===== src/rtl/pong_pkg.sv =====
// pong_pkg: menu item codes, nav FSM state encoding and shared game constants for the pong pause path
package pong_pkg;
   localparam logic [1:0] MENU_CONTINUE = 2'd0;
   localparam logic [1:0] MENU_RESTART  = 2'd1;
   localparam logic [1:0] MENU_QUIT     = 2'd2;
   localparam int MAX_SCORE = 9;
   typedef enum logic [1:0] {NAV_IDLE, NAV_DELAY, NAV_REPEAT, NAV_HELD} nav_state_t;
   function automatic logic [1:0] menu_step(input logic [1:0] cur, input logic up, input int n);
      return up ? ((cur == MENU_CONTINUE) ? 2'(n - 1) : cur - 2'd1)
                : ((int'(cur) == n - 1) ? MENU_CONTINUE : cur + 2'd1);
   endfunction
endpackage


===== src/rtl/button_debouncer.sv =====
// button_debouncer: 2-FF synchronizer plus stability counter; level flips after DEBOUNCE_CYCLES steady samples
module button_debouncer #(
   parameter int DEBOUNCE_CYCLES = 500000
) (
   input  logic clock,
   input  logic reset,
   input  logic raw,
   output logic level
);
   localparam int CW = $clog2(DEBOUNCE_CYCLES + 1);
   logic [1:0]    sync;
   logic [CW-1:0] cnt;
   always_ff @(posedge clock) begin
      if (reset) begin
         sync  <= '0;
         cnt   <= '0;
         level <= 1'b0;
      end else begin
         sync <= {sync[0], raw};
         if (sync[1] == level) cnt <= '0;
         else if (cnt == CW'(DEBOUNCE_CYCLES - 1)) begin
            level <= sync[1];
            cnt   <= '0;
         end else cnt <= cnt + 1'b1;
      end
   end
endmodule


===== src/rtl/pause_menu_nav.sv =====
// pause_menu_nav: debounced joystick cursor over the pause menu (Continue/Restart/Quit)
// PAUSE_MENU_AUTOREPEAT_EN adds hold-to-repeat stepping (DELAY/REPEAT states).
module pause_menu_nav
   import pong_pkg::*;
#(
   parameter int DEBOUNCE_CYCLES = 500000,
   parameter int NUM_ITEMS       = 3,
   parameter int REPEAT_DELAY    = 25000000,
   parameter int REPEAT_RATE     = 10000000
) (
   input  logic       clock,
   input  logic       reset,
   input  logic       joy_up_raw,
   input  logic       joy_down_raw,
   input  logic       joy_press_raw,
   input  logic       menu_active,
   output logic [1:0] value,
   output logic       enter,
   output logic       cursor_moved
);
   logic up, down, valid_up, valid_down, prev_up, prev_down, rise, step, move;
   nav_state_t state, state_next;
   generate
      if (NUM_ITEMS < 2 || NUM_ITEMS > 4 || REPEAT_DELAY < 1 || REPEAT_RATE < 1) begin : g_bad_params
         $error("pause_menu_nav: parameter out of range");
      end
   endgenerate
   button_debouncer #(.DEBOUNCE_CYCLES(DEBOUNCE_CYCLES)) u_up (.clock(clock), .reset(reset), .raw(joy_up_raw), .level(up));
   button_debouncer #(.DEBOUNCE_CYCLES(DEBOUNCE_CYCLES)) u_down (.clock(clock), .reset(reset), .raw(joy_down_raw), .level(down));
   button_debouncer #(.DEBOUNCE_CYCLES(DEBOUNCE_CYCLES)) u_press (.clock(clock), .reset(reset), .raw(joy_press_raw), .level(enter));
`ifdef PAUSE_MENU_AUTOREPEAT_EN
   localparam int RW = $clog2((REPEAT_DELAY > REPEAT_RATE ? REPEAT_DELAY : REPEAT_RATE) + 1);
   logic [RW-1:0] rcnt, rcnt_next;
   logic dir_up, dir_next, held;
`endif
   always_comb begin
      valid_up   = up & ~down;
      valid_down = down & ~up;
      rise       = (valid_up & ~prev_up) | (valid_down & ~prev_down);
      step       = 1'b0;
      state_next = NAV_IDLE;
`ifdef PAUSE_MENU_AUTOREPEAT_EN
      rcnt_next = rcnt;
      dir_next  = dir_up;
      held      = dir_up ? valid_up : valid_down;
      case (state)
         NAV_IDLE: if (rise) begin
            step       = 1'b1;
            state_next = NAV_DELAY;
            rcnt_next  = RW'(REPEAT_DELAY);
            dir_next   = valid_up;
         end
         NAV_DELAY, NAV_REPEAT: if (held && rcnt == RW'(1)) begin
            step       = 1'b1;
            state_next = NAV_REPEAT;
            rcnt_next  = RW'(REPEAT_RATE);
         end else if (held) begin
            state_next = state;
            rcnt_next  = rcnt - 1'b1;
         end
         default: ;
      endcase
`else
      case (state)
         NAV_IDLE: begin
            step       = rise;
            state_next = rise ? NAV_HELD : NAV_IDLE;
         end
         NAV_HELD: state_next = (valid_up | valid_down) ? NAV_HELD : NAV_IDLE;
         default: ;
      endcase
`endif
      if (!menu_active) begin
         step       = 1'b0;
         state_next = NAV_IDLE;
      end
      // a step requested while the button is down is dropped so value stays stable for the main FSM
      move = step & ~enter;
   end
   always_ff @(posedge clock) begin
      if (reset) begin
         state        <= NAV_IDLE;
         value        <= MENU_CONTINUE;
         cursor_moved <= 1'b0;
         prev_up      <= 1'b0;
         prev_down    <= 1'b0;
`ifdef PAUSE_MENU_AUTOREPEAT_EN
         rcnt   <= '0;
         dir_up <= 1'b0;
`endif
      end else begin
         state        <= state_next;
         prev_up      <= valid_up;
         prev_down    <= valid_down;
         cursor_moved <= move;
         value        <= !menu_active ? MENU_CONTINUE : move ? menu_step(value, valid_up, NUM_ITEMS) : value;
`ifdef PAUSE_MENU_AUTOREPEAT_EN
         rcnt   <= rcnt_next;
         dir_up <= dir_next;
`endif
      end
   end
endmodule

===== config.mk =====
export PLATFORM = sky130hd
export DESIGN_NAME = pause_menu_nav
export DESIGN_NICKNAME = d
export VERILOG_FILES = /design/src/rtl/pong_pkg.sv /design/src/rtl/button_debouncer.sv /design/src/rtl/pause_menu_nav.sv
export SDC_FILE = /design/constraint.sdc
export NUM_CORES = 1
export LEC_CHECK = 0
export BUFFER_PORTS_ARGS = -buffer_cell sky130_fd_sc_hd__buf_2
export CAP_MARGIN = 20
export CORE_ASPECT_RATIO = 0.5
export CORE_UTILIZATION = 55
export DETAILED_ROUTE_END_ITERATION = 6
export GPL_TIMING_DRIVEN = 0
export PLACE_DENSITY = 0.74
export SYNTH_ARGS = -nofsm -noshare
export SYNTH_HDL_FRONTEND = slang
export SYNTH_SLANG_ARGS = --single-unit

===== constraint.sdc =====
create_clock -name clock -period 1.86 [get_ports clock]
set_input_delay 0.279 -clock clock [delete_from_list [all_inputs] [get_ports clock]]
set_output_delay 0.279 -clock clock [all_outputs]
set_load 0.01 [all_outputs]

==> implementation parameters, run 1 <==
Parameter                              Value

Outcome
  Status ... finished clean

Logic synthesis
  Number of enable-type register cells in the synthesized netlist ... 0
  Synthesized net count ... roughly 380
  Mean Syn Cell Area ... 8.707 µm²
  Largest family of logic cells by synthesized area ... simple AND/OR/NAND/NOR gates
  #FFs+latches synth ... 72
  Area share of fa/ha/maj cells after synthesis ... 0.03150
  Most instantiated flip-flop cell in the synthesis netlist ... dfxtp_1
  Synthesized instance count ... between 300 and 400
  Warning count from the yosys run ... 0
  Yosys cell types ... 37
  Mux cell area share after synthesis ... 0
  Register area share after synthesis ... 0.4535
  Library cell occupying the most area in the post-synthesis netlist ... dfxtp_1
  Area of the mapped netlist ... 3178 µm²
  Async S/R FF share, synth ... 0
  Xor and xnor area share after synthesis ... 0.1213
  Cells taking the most area after synthesis ... dfxtp_1 (45%), xnor2_1 (9.9%), nor2_1 (7.7%), ha_1 (3.1%), nand3_1 (2.7%)
  Basic-gate share of the synthesized area counting and, or, nand and nor cells ... 0.3008
  Post-synthesis compound-gate area fraction ... 0.06181
  Fraction of synthesized cell area taken by the top area cell type ... 0.4535

Floorplan
  Starting density of the core ... 0.5762
  Number of I/O pins ... 10
  Die extent in y ... 55.75 µm
  Std-Cell Rows ... 19
  Die Span X ... ~110 µm
  Overall die area ... just over 6000 µm²
  Area of the placeable core ... 5515 µm²

Setup path
  Worst path arrival time ... 2.03 ns
  Most frequent cell on the critical path ... or3_1
  CP Capture Type ... register
  CP Launch Type ... register
  Delay-heaviest family, CP ... simple AND/OR/NAND/NOR gates
  Maximum single-stage delay on the critical path ... 0.41 ns
  Worst-path maximum fanout ... 5
  Required time of the critical path ... between 2 and 2.5 ns
  Chain of cells forming the critical path ... ha_1 > nand4_1 > or3_1 > or3_1 > a21oi_1
  Buffers & Inverters on Critical Path ... 0
  WS Path Type ... register to register
  Slowest stage cell, crit path ... dfxtp_1

Timing
  Final min period ... ~1.8 ns
  Max_slew headroom ... 0.6453
  Upper clock frequency limit ... around 0.56 GHz
  Slew of the pin with the lowest slew margin ... 0.5272 ns
  Final-report max-slew violation count ... 0
  Final hold vios ... 0
  Slack of the critical path ... approximately 0.085 ns
  Setup violations, final ... 0
  Final period utilization ... 0.9543
  Worst Clk Skew ... 0.004260 ns
  Worst Hold Margin ... approximately 0.17 ns

Place
  Final HPWL from detailed placement ... 4128 µm
  Standard cell area after detailed placement ... 3309 µm²
  Weighted congestion reported at the end of routability-driven placement ... 0.7934
  Count of input and output buffers ... 8
  Post-placement worst setup slack ... -0.3146 ns

Routing
  Met2 routed wirelength ... around 3000 µm
  Number of detailed-routing iterations run before antenna repair ... 4
  DRC violations left ... 0
  Total Wirelength ... 6133 µm
  Antenna violation net count after detailed routing ... 0
  Wire length the detailed router placed on met1 ... approximately 2900 µm
  Routed via count ... 2604
  Routed len/inst ... 12.91 µm
  Iter 0 DRT Violations ... 236
  Top routing layer used ... met4
  Wire length on met3 ... about 230 µm
  Ratio of routed vias to standard cells ... 5.482

CTS
  Clock Root Buffer ... clkbuf_16
  Clock transition at path regs ... 0.05 ns
  Level count of the clock H-tree ... 3
  Deepest clock path buffer count ... 2
  Hold-fix buffers, CTS ... 0
  Clock network latency to the later pin of the worst-skew pair ... between 0.3 and 0.4 ns
  Number of buffers created by CTS ... 9
  TritonCTS clock tree ... built
  Number of sinks on the clock net ... 72

GRT
  Vias in the first global route ... between 2k and 2.5k
  Largest net degree at the start of global routing ... 11
  Antenna violations before repair ... 0
  Congestion Overflow GR ... 0
  First-pass GRT wire length ... 10700 µm
  Overall fraction of global-route tracks in use ... 0.2250

Final layout
  Layout Nets ... 413
  Area Growth Syn to Fin ... 19.76%
  Leading cell type in the layout, fill and taps excluded ... dfxtp_1
  Share of cells above drive strength 1 ... 0.1493
  Antenna diode count ... 0
  Fin area ... approximately 3800 µm²
  Commonest cells after routing, fill and taps aside ... dfxtp_1 (68), nor2_1 (65), xnor2_1 (36)

Power
  Power, Total ... 3.169 mW
  Standby leakage power ... 1.155 nW
  Max VDD drop ... 637.4 µV
  Ratio of total power to cell area ... 832.7 nW/µm²

Job
  Max-cap check violation count ... 0

Min path
  Path type of the worst min-delay path ... primary input to register
## Yosys cell counts, types with 2 or more instances
master and instances:
a211oi_1 2, a21oi_1 11, and4_1 2, buf_2 3, clkbuf_1 2, dfxtp_1 72, ha_1 8, inv_1 19
nand2_1 20, nand2b_1 2, nand3_1 17, nand4_1 12, nand4_2 2, nor2_1 65, nor2b_1 12, nor3_1 12
nor4_1 12, nor4b_1 6, o21ai_0 9, o21ai_1 2, o31ai_1 4, or3_1 11, or4_1 4, xnor2_1 36
xor2_1 8
## state kept, by name, summed over array words and instances, names as in the netlist, 2 cells and up
register	cells
u_up.cnt	19
u_down.sync	2
u_press.sync	2
u_up.sync	2
value	2
u_press.cnt	19
u_down.cnt	19
## where the power goes
part	switching (mW)	internal, mW
clock	0.575	0.997
sequential	0.00534	1.55
combinational	0.0230	0.0180
total	0.603	2.57
## what timing repair did
action / 4_1_cts / 5_1_grt
buffers inserted: 3 / 12
pin swaps: 1 / 6
gates resized for setup: 11 / 12
setup endpoints to repair: 40 / 37
endpoints found under the hold margin: 0 / 0
## final timing paths
check | slack (ns) | startpoint | cells after the start | endpoint
setup / recovery | 0.08 | u_press.cnt[0]$_SDFF_PP0_ | 5 | u_press.cnt[18]$_SDFF_PP0_
hold / removal | 0.17 | joy_down_raw | 2 | u_down.sync[0]$_SDFF_PP0_
setup reg to reg | 0.08 | u_press.cnt[0]$_SDFF_PP0_ | 5 | u_press.cnt[18]$_SDFF_PP0_
hold reg to reg | 0.44 | u_up.sync[0]$_SDFF_PP0_ | 1 | u_up.sync[1]$_SDFF_PP0_
## per-stage QoR
step	setup TNS, ns	std cells	utilization
2_1_floorplan	0	365	-
3_3_place_gp	-4.345	446	0.6000
3_5_place_dp	-6.134	446	0.6000
4_1_cts	0	463	0.6615
5_1_grt	-0.003061	475	0.6901
6_report	0	475	0.6901
## logic make-up after synthesis
group | count (synthesis)
XOR/XNOR | 44
flip-flops | 72
adder cells (fa/ha/maj) | 8
AO/OA/AOI/OAI | 33
buffers and inverters | 25
AND/OR/NAND/NOR | 183
## metal layers
layer  up-vias  GRT usage
met2        37     0.3648
met4         0    0.09143
met3        11    0.06323
li1       1327          -
met1      1229     0.2829
met5         -          0
## area by class of cell
cell class / count / area, µm²
multi-input cells: 268 / 1740
fillers: 438 / 1709
flip-flops and latches: 72 / 1449
clock buffers: 14 / 274.0
repair buffers: 23 / 152.6
well taps: 73 / 91.34
inverters: 19 / 71.32
plain buffers: 6 / 27.53
Power figures use the tool's default switching activity.
==> inputs of run 2 (changes only) <==
--- a/config.mk
+++ b/config.mk
@@ -5,13 +5,14 @@
 export SDC_FILE = /design/constraint.sdc
 export NUM_CORES = 1
 export LEC_CHECK = 0
+export ABC_AREA = 1
 export BUFFER_PORTS_ARGS = -buffer_cell sky130_fd_sc_hd__buf_2
 export CAP_MARGIN = 20
 export CORE_ASPECT_RATIO = 0.5
 export CORE_UTILIZATION = 55
 export DETAILED_ROUTE_END_ITERATION = 6
 export GPL_TIMING_DRIVEN = 0
-export PLACE_DENSITY = 0.74
+export PLACE_DENSITY = 0.73
 export SYNTH_ARGS = -nofsm -noshare
 export SYNTH_HDL_FRONTEND = slang
 export SYNTH_SLANG_ARGS = --single-unit
==> run 2 against run 1 <==
Compared with the run above: global-route usage grew 0.052 points; cell area grew 6.8%; power rose by 1.8%; final cell count increased by 36%; worst setup slack better by 0.080 ns; via count increased by 19%; first-iteration DRC count down 25%; die area is 14% higher; flip-flop and latch count did not move; hold slack worse by 0.015 ns; clock-buffer cell count decreased by 2; highest routed layer unchanged.
==> implementation parameters, run 2 <==
Parameter                              Value

CTS
  Deepest clock path buffer count ... 2
  TritonCTS clock tree ... built
  Clock transition at path regs ... 0.05 ns
  Clock network latency to the later pin of the worst-skew pair ... 0.33 ns
  Number of buffers created by CTS ... 9
  Level count of the clock H-tree ... 3
  Number of sinks on the clock net ... 72
  Clock Root Buffer ... clkbuf_16
  Postcts setup bufs ... 0
  Hold-fix buffers, CTS ... 0
  Resized cells post-CTS ... 0

Logic synthesis
  Fraction of synthesized cell area taken by the top area cell type ... 0.3971
  Area of the mapped netlist ... about 3600 µm²
  Basic-gate share of the synthesized area counting and, or, nand and nor cells ... 0.3916
  Synthesized net count ... 546
  Warning count from the yosys run ... 0
  Mean Syn Cell Area ... 6.823 µm²
  Async S/R FF share, synth ... 0
  Number of enable-type register cells in the synthesized netlist ... 0
  Cells taking the most area after synthesis ... dfxtp_1 (40%), nand2_1 (13%), nor2_1 (13%), inv_1 (6.4%), xor2_1 (4.6%)
  Post-synthesis compound-gate area fraction ... 0.03550
  Synthesized instance count ... 532
  Mux cell area share after synthesis ... 0
  Area share of fa/ha/maj cells after synthesis ... 0.02758
  Most numerous cell types in the synthesized netlist ... nand2_1 (129), nor2_1 (129), dfxtp_1 (72)
  #FFs+latches synth ... 72
  Register area share after synthesis ... 0.3971
  Yosys cell types ... 27
  Xor and xnor area share after synthesis ... 0.07480
  Library cell occupying the most area in the post-synthesis netlist ... dfxtp_1
  Most instantiated flip-flop cell in the synthesis netlist ... dfxtp_1
  Largest family of logic cells by synthesized area ... simple AND/OR/NAND/NOR gates

Floorplan
  Die Span X ... 116.9 µm
  Die extent in y ... ~59 µm
  Starting density of the core ... 0.5849
  Area of the placeable core ... 6206 µm²
  Overall die area ... 6948 µm²
  Number of I/O pins ... 10
  Std-Cell Rows ... 20

Final layout
  Number of inserted filler cells in the final layout ... 601
  Share of cells above drive strength 1 ... 0.07899
  Antenna diode count ... 0
  Area Growth Syn to Fin ... 12.03%
  Commonest cells after routing, fill and taps aside ... nand2_1 (129), nor2_1 (129), dfxtp_1 (72)
  Layout Nets ... 566
  Largest registers ... u_down.cnt (19), u_press.cnt (19), u_up.cnt (19)

GRT
  First-pass GRT wire length ... 11860 µm
  Overall fraction of global-route tracks in use ... 0.2255
  Largest net degree at the start of global routing ... 12
  Antenna violations before repair ... 0
  Congestion Overflow GR ... 0
  Vias in the first global route ... 2803

Routing
  Routed len/inst ... 10.68 µm
  Number of detailed-routing iterations run before antenna repair ... 5
  Ratio of routed vias to standard cells ... 4.784
  Iter 0 DRT Violations ... 177
  Routed via count ... 3086
  Total Wirelength ... just under 7000 µm
  Antenna violation net count after detailed routing ... 0
  DRC violations left ... 0

Setup path
  Crit path from ... u_press.cnt[0]$_SDFF_PP0_
  Required time of the critical path ... 2.08 ns
  Worst path arrival time ... between 1.5 and 2 ns
  CP Launch Type ... register
  CP Capture Type ... register
  WS Path Type ... register to register
  Reg2Reg Launch Point ... u_press.cnt[0]$_SDFF_PP0_
  Worst-path maximum fanout ... 10

Outcome
  Status ... finished clean

Timing
  Max_slew headroom ... 0.7118
  Upper clock frequency limit ... 0.5901 GHz
  Setup violations, final ... 0
  Worst Clk Skew ... 0.004760 ns
  Final hold vios ... 0
  Worst Hold Margin ... 0.1578 ns
  Setup repair after global routing missed its margin ... no
  Final-report max-slew violation count ... 0
  Accumulated negative setup slack ... 0 ns
  Slew of the pin with the lowest slew margin ... 0.4323 ns
  Final period utilization ... 0.9111
  Final min period ... 1.695 ns

Min path
  Launch instance of the worst min-delay path ... joy_up_raw
  Path type of the worst min-delay path ... primary input to register

Power
  Ratio of total power to cell area ... 793.5 nW/µm²
  Standby leakage power ... 1.350 nW
  Max VDD drop ... 676.5 µV

Job
  Max-cap check violation count ... 0

Place
  Final HPWL from detailed placement ... approximately 5100 µm
  Count of input and output buffers ... 9
  Weighted congestion reported at the end of routability-driven placement ... 0.9269
==> run 2: cell types whose count changed after synthesis, sizes merged, moves of 5 or more <==
cell / delta
nand2: +115
nor2: +72
inv: +43
xnor2: -24
nand3: +16
nor2b: -12
nor4: -12
or3: -11
xor2: +11
nor3: -7
nor4b: -6
a21oi: +5
==> run 2: power by group <==
group | internal (mW) | switching [mW] | leakage [nW] | total, mW
Clock | 1.03 | 0.596 | 0.140 | 1.63
Combinational | 0.0158 | 0.0276 | 0.628 | 0.0434
Sequential | 1.55 | 0.00457 | 0.581 | 1.56
Total | 2.60 | 0.629 | 1.35 | 3.23
==> run 2: path summary, 6_finish.rpt <==
path                                 to  slack, ns  depth (start not counted)
max reg2reg  u_press.cnt[10]$_SDFF_PP0_       0.17                          7
max          u_press.cnt[10]$_SDFF_PP0_       0.17                          7
min reg2reg   u_down.sync[1]$_SDFF_PP0_       0.41                          2
min             u_up.sync[0]$_SDFF_PP0_       0.16                          3
==> run 2: worst max-delay path, cell delays in order (launching register included) <==
cell     delay, ns
dfxtp_1       0.35
ha_1          0.24
nand3_1       0.19
nor2_1        0.23
nand3_1       0.12
nand2_2       0.17
buf_4         0.21
nor2_1        0.06
==> run 2: logic make-up after synthesis <==
| logic type | count (synthesis) |
|---|---|
| AO/OA/AOI/OAI | 25 |
| XOR/XNOR | 31 |
| adder cells (fa/ha/maj) | 8 |
| buffers and inverters | 66 |
| flip-flops | 72 |
| AND/OR/NAND/NOR | 330 |
==> run 2: metal layers <==
metal,vias to the layer above,GRT usage,routed length [µm]
li1,1685,-,-
met1,1351,0.2757,3492
met2,41,0.3736,3076
met3,9,0.09305,227
met4,0,0.05425,90
met5,-,0,0
==> run 2: metrics by stage <==
stage / area (µm²) / worst slack (ns) / cells / power (mW) / util
after floorplan: 3630 / 0.4395 / 532 / 1.617 / -
after global placement: 3785 / 0.1935 / 629 / 1.632 / 0.6099
after detailed placement: 3785 / 0.1642 / 629 / 1.633 / 0.6099
after CTS: 4066 / 0.1587 / 645 / 3.275 / 0.6552
after global routing: 4066 / 0.04965 / 645 / 3.351 / 0.6552
final: 4066 / 0.1653 / 645 / 3.227 / 0.6552
==> run 2: final cells by class <==
class | count | area (µm²) | share of cell area
Multi-Input combinational cell | 394 | 1922 | 0.4726
Sequential cell | 72 | 1441 | 0.3545
Clock buffer | 12 | 236.5 | 0.05815
Inverter | 62 | 232.7 | 0.05723
Tap cell | 88 | 110.1 | 0.02708
Clock inverter | 4 | 45.04 | 0.01108
Timing Repair Buffer | 9 | 45.04 | 0.01108
Buffer | 4 | 33.78 | 0.008308
